### src/rtl/alu_pkg.sv
// Shared opcode/operand-select encodings and op classification helpers for alu_acc_seq.
package alu_pkg;

  typedef enum logic [3:0] {
    OP_NOP  = 4'd0,
    OP_LD   = 4'd1,
    OP_ADD  = 4'd2,
    OP_ADC  = 4'd3,
    OP_SUB  = 4'd4,
    OP_SBB  = 4'd5,
    OP_AND  = 4'd6,
    OP_OR   = 4'd7,
    OP_XOR  = 4'd8,
    OP_NOT  = 4'd9,
    OP_SHL  = 4'd10,
    OP_SHR  = 4'd11,
    OP_ROLC = 4'd12,
    OP_RORC = 4'd13,
    OP_CMP  = 4'd14,
    OP_MUL  = 4'd15
  } alu_op_e;

  typedef enum logic [1:0] {
    SRC_IMM = 2'd0,
    SRC_REG = 2'd1,
    SRC_MEM = 2'd2,
    SRC_ACC = 2'd3
  } data_src_e;

  typedef enum logic {
    ST_IDLE = 1'b0,
    ST_MUL  = 1'b1
  } alu_state_e;

  localparam int OP_W  = 4;
  localparam int SRC_W = 2;

  // Single-cycle ops that write a result into acc_v.
  function automatic logic op_writes_acc(alu_op_e op);
    return !(op == OP_NOP || op == OP_CMP || op == OP_MUL);
  endfunction

  // Single-cycle ops that refresh Z/S/O; MUL updates them from its own completion path.
  function automatic logic op_writes_zso(alu_op_e op);
    return !(op == OP_NOP || op == OP_MUL);
  endfunction

  function automatic logic op_affects_cy(alu_op_e op);
    case (op)
      OP_ADD, OP_ADC, OP_SUB, OP_SBB, OP_CMP,
      OP_SHL, OP_SHR, OP_ROLC, OP_RORC: return 1'b1;
      default:                          return 1'b0;
    endcase
  endfunction

endpackage

### src/rtl/alu_mul_seq.sv
// Shift-add multiply engine, one multiplier bit per clock; built only when ALU_MUL_EN is defined.
// product is the final value combinationally on the cycle done is high.
`ifdef ALU_MUL_EN
module alu_mul_seq #(
  parameter int WIDTH = 8,
  localparam int CNT_W = (WIDTH > 2) ? $clog2(WIDTH) : 1
) (
  input  logic                 clk,
  input  logic                 rst,
  input  logic                 start,
  input  logic [WIDTH-1:0]     mcand_in,
  input  logic [WIDTH-1:0]     mplier_in,
  output logic                 done,
  output logic [2*WIDTH-1:0]   product
);

  logic [2*WIDTH-1:0] mcand;
  logic [2*WIDTH-1:0] prod;
  logic [2*WIDTH-1:0] step_sum;
  logic [WIDTH-1:0]   mplier;
  logic [CNT_W-1:0]   cnt;
  logic               busy;

  assign step_sum = mplier[0] ? (prod + mcand) : prod;
  assign done     = busy && (cnt == '0);
  assign product  = step_sum;

  always_ff @(posedge clk) begin
    if (rst) begin
      mcand  <= '0;
      prod   <= '0;
      mplier <= '0;
      cnt    <= '0;
      busy   <= 1'b0;
    end else if (start) begin
      mcand  <= {{WIDTH{1'b0}}, mcand_in};
      mplier <= mplier_in;
      prod   <= '0;
      cnt    <= CNT_W'(WIDTH - 1);
      busy   <= 1'b1;
    end else if (busy) begin
      prod   <= step_sum;
      mcand  <= mcand << 1;
      mplier <= mplier >> 1;
      if (cnt == '0) busy <= 1'b0;
      else           cnt  <= cnt - 1'b1;
    end
  end

endmodule
`endif

### src/rtl/alu_acc_seq.sv
// Accumulator ALU with CY/Z/S/O flags and a valid/ready op intake.
// ALU_MUL_EN adds the sequenced MUL; without it MUL is accepted as a no-op and flagged on op_err.
//
// state   | meaning
// ST_IDLE | op_ready=1, single-cycle ops execute on the accepting edge
// ST_MUL  | shift-add multiply in flight, op_ready=0, inputs ignored
module alu_acc_seq
  import alu_pkg::*;
#(
  parameter int               WIDTH     = 8,
  parameter logic [WIDTH-1:0] RESET_ACC = '0
) (
  input  logic             clk,
  input  logic             rst,
  input  logic [1:0]       data_src,
  input  logic [WIDTH-1:0] immediate,
  input  logic [WIDTH-1:0] reg_out,
  input  logic [WIDTH-1:0] mem_out,
  input  logic [3:0]       op,
  input  logic             op_valid,
  output logic             op_ready,
  input  logic             ce_a,
  input  logic             ce_cy,
  output logic [WIDTH-1:0] alu_in,
  output logic [WIDTH-1:0] acc_v,
  output logic             flag_cy,
  output logic             flag_z,
  output logic             flag_s,
  output logic             flag_o,
  output logic             op_err
);

  localparam int MSB = WIDTH - 1;

  alu_op_e        op_e;
  logic           accept;
  logic           acc_we;
  logic           zso_we;
  logic           cy_we;
  logic [WIDTH:0] add_ext;
  logic [WIDTH:0] sub_ext;
  logic           add_cin;
  logic           sub_bin;
  logic [WIDTH-1:0] res;
  logic           cy_n;
  logic           o_n;

  assign op_e   = alu_op_e'(op);
  assign accept = op_valid && op_ready;
  assign acc_we = accept && ce_a && op_writes_acc(op_e);
  assign zso_we = accept && ce_a && op_writes_zso(op_e);
  assign cy_we  = accept && ce_cy && op_affects_cy(op_e);

  always_comb begin
    alu_in = immediate;
    case (data_src_e'(data_src))
      SRC_IMM: alu_in = immediate;
      SRC_REG: alu_in = reg_out;
      SRC_MEM: alu_in = mem_out;
      SRC_ACC: alu_in = acc_v;
      default: alu_in = immediate;
    endcase
  end

  // Carry-in / borrow-in only for the extended forms; borrow is the top bit of the wide difference.
  assign add_cin = (op_e == OP_ADC) && flag_cy;
  assign sub_bin = (op_e == OP_SBB) && flag_cy;
  assign add_ext = {1'b0, acc_v} + {1'b0, alu_in} + {{WIDTH{1'b0}}, add_cin};
  assign sub_ext = {1'b0, acc_v} - {1'b0, alu_in} - {{WIDTH{1'b0}}, sub_bin};

  always_comb begin
    res  = acc_v;
    cy_n = flag_cy;
    o_n  = 1'b0;
    case (op_e)
      OP_LD:  res = alu_in;
      OP_ADD, OP_ADC: begin
        res  = add_ext[WIDTH-1:0];
        cy_n = add_ext[WIDTH];
        o_n  = (acc_v[MSB] == alu_in[MSB]) && (add_ext[MSB] != acc_v[MSB]);
      end
      OP_SUB, OP_SBB, OP_CMP: begin
        res  = sub_ext[WIDTH-1:0];
        cy_n = sub_ext[WIDTH];
        o_n  = (acc_v[MSB] != alu_in[MSB]) && (sub_ext[MSB] != acc_v[MSB]);
      end
      OP_AND: res = acc_v & alu_in;
      OP_OR:  res = acc_v | alu_in;
      OP_XOR: res = acc_v ^ alu_in;
      OP_NOT: res = ~acc_v;
      OP_SHL: begin
        res  = {acc_v[WIDTH-2:0], 1'b0};
        cy_n = acc_v[MSB];
      end
      OP_SHR: begin
        res  = {1'b0, acc_v[WIDTH-1:1]};
        cy_n = acc_v[0];
      end
      OP_ROLC: begin
        res  = {acc_v[WIDTH-2:0], flag_cy};
        cy_n = acc_v[MSB];
      end
      OP_RORC: begin
        res  = {flag_cy, acc_v[WIDTH-1:1]};
        cy_n = acc_v[0];
      end
      default: ;
    endcase
  end

`ifdef ALU_MUL_EN
  alu_state_e         state;
  logic               mul_start;
  logic               mul_done;
  logic               mul_ce_a;
  logic               mul_ce_cy;
  logic [2*WIDTH-1:0] mul_product;

  assign mul_start = accept && (op_e == OP_MUL);

  alu_mul_seq #(.WIDTH(WIDTH)) u_mul (
    .clk       (clk),
    .rst       (rst),
    .start     (mul_start),
    .mcand_in  (acc_v),
    .mplier_in (alu_in),
    .done      (mul_done),
    .product   (mul_product)
  );
`else
  assign op_ready = 1'b1;
`endif

  always_ff @(posedge clk) begin
    if (rst) begin
      acc_v     <= RESET_ACC;
      flag_cy   <= 1'b0;
      flag_z    <= 1'b0;
      flag_s    <= 1'b0;
      flag_o    <= 1'b0;
      op_err    <= 1'b0;
`ifdef ALU_MUL_EN
      state     <= ST_IDLE;
      op_ready  <= 1'b1;
      mul_ce_a  <= 1'b0;
      mul_ce_cy <= 1'b0;
`endif
    end else begin
      op_err <= 1'b0;
      if (acc_we) acc_v <= res;
      if (zso_we) begin
        flag_z <= (res == '0);
        flag_s <= res[MSB];
        flag_o <= o_n;
      end
      if (cy_we) flag_cy <= cy_n;
`ifdef ALU_MUL_EN
      case (state)
        ST_IDLE: begin
          if (mul_start) begin
            state     <= ST_MUL;
            op_ready  <= 1'b0;
            mul_ce_a  <= ce_a;
            mul_ce_cy <= ce_cy;
          end
        end
        ST_MUL: begin
          if (mul_done) begin
            if (mul_ce_a) begin
              acc_v  <= mul_product[WIDTH-1:0];
              flag_z <= (mul_product[WIDTH-1:0] == '0);
              flag_s <= mul_product[MSB];
              flag_o <= 1'b0;
            end
            if (mul_ce_cy) flag_cy <= |mul_product[2*WIDTH-1:WIDTH];
            state    <= ST_IDLE;
            op_ready <= 1'b1;
          end
        end
        default: begin
          state    <= ST_IDLE;
          op_ready <= 1'b1;
        end
      endcase
`else
      if (accept && (op_e == OP_MUL)) op_err <= 1'b1;
`endif
    end
  end

endmodule

### config.mk
export PLATFORM = sky130hd
export DESIGN_NAME = alu_acc_seq
export DESIGN_NICKNAME = d
export VERILOG_FILES = /design/src/rtl/alu_pkg.sv /design/src/rtl/alu_mul_seq.sv /design/src/rtl/alu_acc_seq.sv
export SDC_FILE = /design/constraint.sdc
export NUM_CORES = 1
export LEC_CHECK = 0
export ABC_AREA = 1
export CAP_MARGIN = 20
export CORE_MARGIN = 3
export CORE_UTILIZATION = 55
export DETAILED_ROUTE_END_ITERATION = 10
export GPL_TIMING_DRIVEN = 0
export PLACE_DENSITY = 0.86
export RECOVER_POWER = 50
export SLEW_MARGIN = 20
export SYNTH_ARGS = -nofsm -noshare
export SYNTH_HDL_FRONTEND = slang
export SYNTH_SLANG_ARGS = --single-unit
export TNS_END_PERCENT = 30
### constraint.sdc
create_clock -name clk -period 6.5 [get_ports clk]
set_clock_uncertainty 0.15 [all_clocks]
set_input_delay 0.975 -clock clk [delete_from_list [all_inputs] [get_ports clk]]
set_output_delay 0.975 -clock clk [all_outputs]
set_load 0.01 [all_outputs]
Word level (Yosys, flattened, before mapping) --
Memories as Yosys holds them, arrays and structs flattened. Cells that the tools add are included.
Word-level totals: register bits after elaboration 13, bits in read-only memories 16, bits of input ports 35, output and inout bits 22, logic and storage cells 66, memories 1
Memory list:
- (no name shown) | words 16, width 1, rd ports 1, clocked after memory_dff 0, write ports 0, RTL line alu_pkg.sv:49 | case (op)
Operators by class: $add $sub $neg 4, equal/unequal tests 22, multiplexer cells 5, bitwise operators 4, reductions and logical operators 24
Operators with widths (count):
- one-hot mux 8 bit (11 select lines) | 1
- equality test 4 bit (second input constant) | 8
- one-hot mux 8 bit (4 select lines) | 1
- equality test 4 x 3 -> 1 bit (second input constant) | 4
- logical AND 1 bit | 10
- adder 8 x 8 -> 9 bit | 1
- adder 9 x 1 -> 9 bit | 1
- subtractor 8 x 8 -> 9 bit | 1
- subtractor 9 x 1 -> 9 bit | 1
- AND 8 bit | 1
- equality test 4 x 2 -> 1 bit (second input constant) | 2
- logical NOT 8 bit | 1
- inverter 8 bit | 1
- bitwise OR 8 bit | 1
- bitwise XOR 8 bit | 1
- OR reduction 2 bit | 3
- equality test 2 bit (second input constant) | 2
- equality test 4 x 1 -> 1 bit (second input constant) | 1
- logical NOT 4 bit | 1
- one-hot mux 1 bit (4 select lines) | 1
- nonzero test 4 bit | 1
- logical OR 1 bit | 3
- != test 1 bit | 3
- OR reduction 3 bit | 1
- 7 further kinds | 8

Depth between registers and ports, before layout --
Gate-level depths: netlist of the first run.
word-level depth 7, mapped depth 22, mapped depth without buffers 22

Worst setup path after synthesis of the first run --
Ideal clock, no wire load.
path type input -> register, start point in data_src[1], end point reg flag_z, library setup time 0.070 ns, arrival time 3.440 ns, required time 6.280 ns, path slack 2.840 ns, cell stages on the path 20, buffers on the path 0, path through inv_1 -> nor2_2 -> nand2_1 -> nand2_1 -> nor2_2 -> nand2_2 -> xor2_1 -> inv_1 -> ha_1 -> a31o_2 -> fa_1 -> o21ai_0 -> nand3_1 -> nand3_1 -> nand3_1 -> nor3_2 -> nand2_1 -> nor2_1 -> nand4_1 -> a21oi_1
On the way: cells in the longest elaborated chain, start to end 6, elaborated cells on any way between the ends 14, those cells by class add/sub: 4; eq/ne: 3; mux: 2; bitwise: 3; reduce/logical: 2
Ends and longest elaborated chain:
- from (decl) | RTL line alu_acc_seq.sv:15 | input logic [1:0] data_src,
- equality test 2 bit, or another cell as far along | RTL line alu_acc_seq.sv:56 | case (data_src_e'(data_src))
- one-hot mux 8 bit (4 select lines) (*) | RTL line alu_acc_seq.sv:56
- via alu_in[0] | RTL line alu_acc_seq.sv:24 | output logic [WIDTH-1:0] alu_in,
- subtractor 8 x 8 -> 9 bit / adder 8 x 8 -> 9 bit (equally long branches) | RTL line alu_acc_seq.sv:69, alu_acc_seq.sv:68
- subtractor 9 x 1 -> 9 bit / adder 9 x 1 -> 9 bit (equally long branches) | RTL line alu_acc_seq.sv:69, alu_acc_seq.sv:68
- one-hot mux 8 bit (11 select lines) (*) | RTL line alu_acc_seq.sv:75 | case (op_e)
- logical NOT 8 bit (*) | RTL line alu_acc_seq.sv:152 | flag_z <= (res == '0);
- to (signal assigned) | RTL line alu_acc_seq.sv:152
- to (decl) | RTL line alu_acc_seq.sv:27 | output logic flag_z,
The timed path passes the listed nets; every way through them passes the cells marked *. A chain may end at the register's enable or synchronous reset.

Final worst setup path of the first run --
start point in data_src[1], end point reg flag_z
On the way: cells in the longest elaborated chain, start to end 6, elaborated cells on any way between the ends 14, those cells by class add/sub: 4; eq/ne: 3; mux: 2; bitwise: 3; reduce/logical: 2
Ends and longest elaborated chain (RTL line):
- equality test 2 bit, or another cell as far along | alu_acc_seq.sv:56
- one-hot mux 8 bit (4 select lines) (*) | alu_acc_seq.sv:56
- subtractor 8 x 8 -> 9 bit / adder 8 x 8 -> 9 bit (equally long branches) | alu_acc_seq.sv:69, alu_acc_seq.sv:68
- subtractor 9 x 1 -> 9 bit / adder 9 x 1 -> 9 bit (equally long branches) | alu_acc_seq.sv:69, alu_acc_seq.sv:68
- one-hot mux 8 bit (11 select lines) (*) | alu_acc_seq.sv:75
- logical NOT 8 bit (*) | alu_acc_seq.sv:152
Mark *: on every way between the ends. The rest lies on a longest branch, timed or not.

==> impl_metrics.yaml, run 1 <==
clocking:
  root_buffer: "clkbuf_8"
  cts_resized: 0
  numCtsBuffers: 3
  clk_pin_slew_ns: 0.06
  cts_tree: "done"
  cts_setup_buffers: 0
  htreeDepth: 1
  cts.sinks: 13
  ctsHoldBuffers: 0
  clockBufferDepth: 2
  clkLatencyLatePin_ns: 0.25
critical_path:
  r2r_start: "acc_v[6]"
  cp_max_fo: 10
  slowest_stage: "clkdlybuf4s50_1"
  crit_family: "simple AND/OR/NAND/NOR gates"
  reg2reg_slack_ns: 2.97
  ff2ff_path_depth: 15
  critPathBufInv: 4
  arrival_ns: 4.86
  timing.rr.end: "flag_z"
  path_class: "input pin to flip-flop"
  endpoint_kind: "flip-flop"
  required_ns: 6.52
  start_kind: "input pin"
  critPathMaxStageDelay_ns: 0.54
  cp_common_cell: "nand2_1"
  crit_chain: "clkdlybuf4s50_1, inv_1, nor2_1, nand2_1, nand2_1, nor2_2, nand2_2, xor2_1, inv_1, ha_1, a31o_2, ha_1, inv_1, o21ai_2, nand3_2, nand2_1, nand2_1, nand3_1, nand3_1, nor3_1, nand4_1, a21oi_1"
  cp.depth: 22
sta:
  period_share_pct: 74.5
  tightest_slew_ns: 0.545
  rsz0062_at_grt: "no"
  finalMaxSlewViolations: 0
  setup_viol: 0
  hold_viol_final: 0
  max_freq_mhz: 207
  finalCriticalPeriod_ns: 4.84
  setup_tns_ns: 0
  whs_ns: 0.343
  relSlewSlack_pct: 63.5
finish:
  n_antenna_cell: 0
  layout-drive-gt1-share_pct: 5.68
  nets: 597
  multi_input_area_sq_mm: 0.00208
  area.sequential_sq_um: 260
  fillers: 397
  area_growth_pct: 25.0
detailed_routing:
  wl_mm: 9.08
  vias: 3325
  drtIter0Drc: 300
  via_per_inst: 5.73
  first_pass_iters: 6
  ant_nets: 0
  drc: 0
  post_drt_wl_per_cell_um: 15.7
floorplanning:
  dieArea_sq_mm: 0.00565
  row_count: 24
  initial_core_util_pct: 58.8
  dieWidth_um: 75.2
  num_io_pins: 57
  die_h_um: 75.2
  core_sq_mm: 0.00447
synthesis:
  synth.most_common_cell: "nand2_1"
  yosysWarnings: 0
  synthTopCellsByCount: "132 x nand2_1, 66 x nor2_1, 64 x inv_1"
  netlist_instances: 469
  syn-cell-area_sq_mm: 0.00263
  syn_nets: 537
  syn_avg_cell_area_sq_um: 5.61
  synth.distinct_cells: 40
  synthTopCellsByArea: "nand2_1 19%, ha_1 14%, dfxtp_1 9.9%"
  async_reset_ff_share_pct: 0
  synth_edf_count: 0
  synth_top_area_cell: "nand2_1"
  synthFlopType: "dfxtp_1"
  synth-seq-area-share_pct: 9.89
  synth-seq-cells: 13
  synth_top_area_share_pct: 18.8
grt:
  overflow: 0
  grt_pass1_wl_mm: 13.9
  antenna_found_initial: 0
  grt_max_degree: 12
  grt_usage_pct: 32.4
  first_global_vias: 2905
placement:
  hpwlAfterDp_mm: 7.51
  port_buffers: 55
  routabilityCongestion: 0.983
pwr:
  p_per_area_mw_per_mm2: 141
  ir_drop_mv: 0.0869
  p_leak_uw: 0.00170
worst_hold_path:
  min_path_type: "flip-flop to flip-flop"
  min_to: "flag_s"
  worstHoldStart: "flag_s"
  hold_depth: 2
job:
  max_cap_violations: 0
outcome:
  status: "completed"
==> final cells by class <==
cell class	instances	share of cell area, %
Sequential cell	13	7.91
Multi-Input combinational cell	383	63.3
Tap cell	52	1.98
Clock buffer	4	1.37
Timing Repair Buffer	55	16.7
Inverter	71	8.18
Buffer	2	0.571
==> per-layer routing <==
| metal | global-route usage [%] | wire, um | vias to the layer above |
|---|---|---|---|
| li1 | - | - | 1636 |
| met1 | 41.7 | 3830 | 1501 |
| met2 | 55.0 | 4370 | 163 |
| met3 | 5.07 | 607 | 25 |
| met4 | 11.3 | 270 | 0 |
| met5 | 0 | 0 | - |
==> per-stage QoR <==
stage                     total power [uW]  instance area [sq um]  utilization (%)  setup slack, ns  std cells
after floorplan                        289                   2630                -             2.84        469
after global placement                 376                   3250             72.6             1.69        576
after detailed placement               385                   3250             72.6             1.54        576
after CTS                              460                   3290             73.6             1.79        580
after global routing                   504                   3290             73.5             1.25        580
final                                  464                   3290             73.5             1.66        580
==> registers in the layout (all words and copies together), names as in the netlist <==
| register | flops |
|---|---|
| flag_z | 1 |
| op_err | 1 |
| flag_o | 1 |
| flag_s | 1 |
| flag_cy | 1 |
| acc_v | 8 |
==> worst max-delay path by stage <==
stage	startpoint	to
after floorplan	data_src[1]	flag_z
after global placement	data_src[0]	flag_z
after detailed placement	data_src[0]	flag_z
after CTS	data_src[0]	flag_z
after global routing	data_src[1]	flag_z
final	data_src[1]	flag_z
==> worst reg2reg max path, stage by stage (launching register included) <==
cell and delay, ns:
dfxtp_1 0.43, inv_1 0.16, o211ai_1 0.19, o21ai_0 0.18, inv_1 0.15, ha_1 0.28
inv_1 0.12, ha_1 0.30, a21o_1 0.18, nor2_1 0.13, nand3b_1 0.11, nand3_1 0.11
nand3_1 0.07, nor3_1 0.42, nand4_1 0.25, a21oi_1 0.22
==> cell families after synthesis <==
| family | after synthesis | synth area share [%] |
|---|---|---|
| adders and majority gates | 33 | 16.5 |
| other | 1 | 0.143 |
| buffers and inverters | 73 | 10.9 |
| and+or+nand+nor | 282 | 46.8 |
| xor gates and xnor gates | 4 | 1.33 |
| DFF | 13 | 9.89 |
| AOI/OAI and AO/OA | 63 | 14.4 |
==> layout by cell type, fill, tap and decap left out, types with 2 or more instances in the layout <==
| cell | netlist | routed |
|---|---|---|
| nand2_2 | 5 | 5 |
| clkbuf_8 | 0 | 3 |
| nor2_2 | 4 | 3 |
| nor3_2 | 2 | 2 |
| or2_1 | 4 | 4 |
| nand3_1 | 45 | 45 |
| o211ai_1 | 10 | 10 |
| xor2_1 | 3 | 3 |
| nand3_2 | 3 | 3 |
| o21ai_0 | 27 | 27 |
| nand4_1 | 9 | 9 |
| nand3b_1 | 2 | 2 |
| clkdlybuf4s50_1 | 0 | 39 |
| a21oi_1 | 15 | 15 |
| o21ai_2 | 2 | 2 |
| nand2_1 | 132 | 132 |
| ha_1 | 30 | 30 |
| nor3_1 | 6 | 6 |
| dfxtp_1 | 13 | 13 |
| nor2_1 | 66 | 67 |
| dlygate4sd3_1 | 0 | 16 |
| inv_1 | 64 | 64 |
| fa_1 | 3 | 3 |
| inv_2 | 5 | 5 |
==> where the power goes <==
group          switching, uW  internal (uW)  total [uW]
combinational            178            114         292
clock                   33.4           43.5        76.9
sequential              10.5           84.9        95.4
total                    222            243         464
No activity file was read; power rests on OpenSTA's default activity.
==> run 2, diff against run 1 <==
- CORE_UTILIZATION: 55 -> 53
- PLACE_DENSITY: 0.86 -> 0.83
- clock period: 6.5 -> 4.8 ns (I/O delays scaled with it)
==> impl_metrics.yaml, run 2 (synthesized netlist as in run 1, its figures left out) <==
placement:
  pre_cts_ws_ns: 0.195
  port_buffers: 55
  hpwlAfterDp_mm: 7.66
  routabilityCongestion: 1.01
grt:
  antenna_found_initial: 0
  grt_max_degree: 12
  overflow: 0
  grt_pass1_wl_mm: 14.5
  grt_usage_pct: 30.7
  first_global_vias: 3153
sta:
  fin_ws_ns: 0.424
  setup_tns_ns: 0
  period_share_pct: 91.2
  setup_viol: 0
  tightest_slew_ns: 0.645
  finalMaxSlewViolations: 0
  hold_viol_final: 0
  max_freq_mhz: 229
  finalCriticalPeriod_ns: 4.38
  rsz0062_at_grt: "no"
  relSlewSlack_pct: 56.7
pwr:
  power_uw: 625
  switchingPower_uw: 296
  p_int_uw: 329
  p_per_area_mw_per_mm2: 189
  ir_drop_mv: 0.201
  seq_power_share_pct: 21.0
  netSwitchingFraction_pct: 47.4
  p_leak_uw: 0.00170
  p_clk_share_pct: 15.8
  comb_power_share_pct: 63.2
finish:
  n_antenna_cell: 0
  nets: 597
  layout-drive-gt1-share_pct: 5.87
  area_growth_pct: 25.8
  layout_commonest_cell: "nand2_1"
  regMostFlops: "acc_v"
  largest_register_ffs: 8
  final_cell_mix: "132 x nand2_1, 66 x nor2_1, 64 x inv_1"
critical_path:
  critPathMaxStageDelay_ns: 0.53
  crit_chain: "clkdlybuf4s50_1, inv_1, nor2_2, nand2_1, nand2_1, nor2_2, nand2_2, xor2_1, inv_1, ha_1, a31o_2, ha_1, inv_1, o21ai_2, nand3_2, nand2_1, nand2_1, nand3_1, nand3_1, nor3_1, nand4_1, a21oi_1"
  critPathBufInv: 4
  slowest_stage: "clkdlybuf4s50_1"
  crit_family: "simple AND/OR/NAND/NOR gates"
  cp_common_cell: "nand2_1"
  start_kind: "input pin"
  required_ns: 4.83
  arrival_ns: 4.40
  cp_max_fo: 10
  path_class: "input pin to flip-flop"
  endpoint_kind: "flip-flop"
detailed_routing:
  via_per_inst: 5.55
  vias: 3305
  drc: 0
  wl_mm: 9.04
  top_layer: "met4"
  first_pass_iters: 5
  dr_wl_met2_mm: 4.28
  m1WireLength_mm: 3.73
  drtIter0Drc: 301
  wl_met3_um: 623
  ant_nets: 0
  post_drt_wl_per_cell_um: 15.2
clocking:
  root_buffer: "clkbuf_8"
  clk_pin_slew_ns: 0.05
  cts_setup_buffers: 0
  htreeDepth: 1
  cts.sinks: 13
  clkLatencyLatePin_ns: 0.25
  cts_resized: 0
  clockBufferDepth: 2
  numCtsBuffers: 3
  cts_tree: "done"
  ctsHoldBuffers: 0
job:
  max_cap_violations: 0
floorplanning:
  initial_core_util_pct: 55.3
  die_h_um: 76.5
  row_count: 25
  dieWidth_um: 76.5
  core_sq_mm: 0.00475
  num_io_pins: 57
  dieArea_sq_mm: 0.00585
outcome:
  status: "completed"
worst_hold_path:
  min_path_type: "flip-flop to flip-flop"
-- run 2: changes by cell type in the layout (fill, tap and decap cells not counted) --
cell,change
nor2_1,-1
nor2_2,+1
clkdlybuf4s50_1,+1
dlygate4sd3_1,-1
-- run 2: worst paths after layout --
| kind | cells past startpoint | startpoint | end | slack, ns |
|---|---|---|---|---|
| worst min register to register | 2 | flag_z | flag_z | 0.32 |
| worst max register to register | 15 | acc_v[6] | flag_z | 1.26 |
| worst min-delay path | 2 | flag_z | flag_z | 0.32 |
| worst max-delay path | 22 | data_src[1] | flag_z | 0.42 |
-- run 2: power by group through the flow --
stage                     clock, uW  combinational [uW]  sequential (uW)
after detailed placement          0                 391              133
final                          98.8                 395              131
after CTS                       101                 393              131
after global placement            0                 382              133
after global routing            105                 442              132
after floorplan                   0                 261              130
-- run 2: per-layer routing --
| layer | up-vias | global-route usage [%] |
|---|---|---|
| met3 | 31 | 4.61 |
| met1 | 1486 | 35.9 |
| li1 | 1641 | - |
| met4 | 0 | 16.5 |
| met2 | 147 | 53.4 |
| met5 | - | 0 |
-- run 2: layout make-up --
cell class                 instances  area [sq um]
timing repair buffer              55           551
fill                             455          1440
buffer                             2          18.8
tap                               67          83.8
sequential                        13           260
multi-input combinational        383          2080
inverter                          71           269
clock buffer                       4          45.0
-- run 2: worst min-delay path, cell delays in order, from the launching register on --
cell and delay [ns]:
dfxtp_1 0.30, nand2_1 0.06, a21oi_1 0.06
-- run 2: per-stage QoR --
stage / instances / area (sq um) / hold WS, ns / utilization, %
final: 595 / 3310 / 0.316 / 69.6
after CTS: 595 / 3310 / 0.321 / 69.6
after detailed placement: 591 / 3270 / 0.311 / 68.7
after floorplan: 469 / 2630 / 0.333 / -
after global routing: 595 / 3310 / 0.355 / 69.6
after global placement: 591 / 3270 / 0.310 / 68.7
==> run 3, diff against run 2 <==
- CORE_UTILIZATION: 53 -> 47
- PLACE_DENSITY: 0.83 -> 0.75
- SKIP_CTS_REPAIR_TIMING: default -> 1
==> impl_metrics.yaml, run 3 (synthesized netlist as in run 1, its figures left out) <==
clocking:
  htreeDepth: 1
  numCtsBuffers: 3
  clk_pin_slew_ns: 0.06
  cts_tree: "done"
  clockBufferDepth: 2
  root_buffer: "clkbuf_8"
  cts.sinks: 13
  clkLatencyLatePin_ns: 0.25
sta:
  period_share_pct: 94.4
  finalMaxSlewViolations: 0
  tightest_slew_ns: 0.571
  relSlewSlack_pct: 61.8
  finalCriticalPeriod_ns: 4.53
  hold_viol_final: 0
  whs_ns: 0.321
  rsz0062_at_grt: "no"
  setup_viol: 0
  setup_tns_ns: 0
  max_freq_mhz: 221
pwr:
  p_leak_uw: 0.00170
  p_per_area_mw_per_mm2: 188
  ir_drop_mv: 0.119
grt:
  antenna_found_initial: 0
  use_met3_pct: 2.33
  grt_use_met1_pct: 37.0
  gr-max-usage-layer: "met2"
  overflow: 0
  grt_max_degree: 12
  grt_usage_pct: 28.1
  met2_usage_pct: 49.8
  grt_pass1_wl_mm: 14.4
  first_global_vias: 3032
detailed_routing:
  wl_mm: 9.05
  via_per_inst: 5.41
  drtIter0Drc: 283
  first_pass_iters: 5
  drc: 0
  ant_nets: 0
  post_drt_wl_per_cell_um: 15.1
  vias: 3233
placement:
  dp.cells: 594
  routabilityCongestion: 0.924
  hpwlAfterDp_mm: 7.64
  port_buffers: 55
critical_path:
  critPathMaxStageDelay_ns: 0.64
  start_kind: "input pin"
  crit_chain: "dlygate4sd3_1, nor2_2, inv_1, o21ai_0, inv_1, ha_1, inv_1, ha_1, a21o_1, nor2_1, nand3b_1, nand3_1, nand3_1, nor3_1, nand4_1, a21oi_1"
  reg2reg_slack_ns: 1.29
  arrival_ns: 4.56
  critPathBufInv: 4
  path_class: "input pin to flip-flop"
  cp_max_fo: 8
  endpoint_kind: "flip-flop"
  crit_family: "simple AND/OR/NAND/NOR gates"
  cp_common_cell: "inv_1"
  slowest_stage: "dlygate4sd3_1"
  required_ns: 4.83
floorplanning:
  num_io_pins: 57
  die_h_um: 80.8
  initial_core_util_pct: 49.9
  row_count: 26
  core_sq_mm: 0.00527
  dieArea_sq_mm: 0.00653
  dieWidth_um: 80.8
finish:
  regMostFlops: "acc_v"
  area_growth_pct: 26.0
  final_cells: 598
  largest_register_ffs: 8
  layout_commonest_cell: "nand2_1"
  layout-drive-gt1-share_pct: 6.06
  n_antenna_cell: 0
  nets: 597
  final_cell_mix: "132 x nand2_1, 66 x nor2_1, 64 x inv_1"
outcome:
  status: "completed"
job:
  max_cap_violations: 0
worst_hold_path:
  min_path_type: "flip-flop to flip-flop"
[run 3: cell count changes in the layout (fill, tap and decap cells not counted)]
cell / before / now
clkbuf_1: 1 / 0
clkdlybuf4s50_1: 40 / 39
clkinv_2: 0 / 1
dlygate4sd3_1: 15 / 16
[run 3: layout make-up]
cell class                      count  area (sq um)
Timing Repair Buffer               55           551
Fill cell                         526          1950
Clock inverter                      1          5.00
Inverter                           71           269
Tap cell                           70          87.6
Multi-Input combinational cell    383          2080
Buffer                              2          18.8
Sequential cell                    13           260
Clock buffer                        3          41.3
[run 3: metrics by stage]
| stage | util [%] | instance area, sq um | total power [uW] | setup slack, ns |
|---|---|---|---|---|
| 2_1_floorplan | - | 2630 | 391 | 1.39 |
| 3_3_place_gp | 62.0 | 3270 | 514 | 0.202 |
| 3_5_place_dp | 62.0 | 3270 | 521 | 0.184 |
| 4_1_cts | 62.9 | 3320 | 619 | 0.424 |
| 5_1_grt | 62.9 | 3320 | 675 | 0.0159 |
| 6_report | 62.9 | 3320 | 622 | 0.268 |
[run 3: final timing paths]
check / startpoint / endpoint / cells after the start
min: flag_z / flag_z / 2
max: data_src[0] / flag_z / 16
max reg2reg: acc_v[6] / flag_z / 15
min reg2reg: flag_z / flag_z / 2
[run 3: worst reg2reg max path, cell delays in order, from the launching register on]
cell,delay (ns)
dfxtp_1,0.44
inv_1,0.16
o211ai_1,0.20
o21ai_0,0.19
inv_1,0.14
ha_1,0.29
inv_1,0.12
ha_1,0.30
a21o_1,0.18
nor2_1,0.14
nand3b_1,0.11
nand3_1,0.13
nand3_1,0.09
nor3_1,0.36
nand4_1,0.27
a21oi_1,0.19
[run 3: report_power, final]
part / leakage [uW] / switching [uW] / total, uW / internal (uW)
combinational: 0.00157 / 239 / 394 / 155
sequential: 0.000106 / 13.6 / 129 / 115
clock: 0.0000255 / 42.4 / 99.8 / 57.4
[run 3: layer usage]
layer / vias to the layer above / wire length, um
met5: - / 0
met4: 0 / 164
li1: 1635 / -
met2: 113 / 4450
met1: 1468 / 4000
met3: 17 / 445
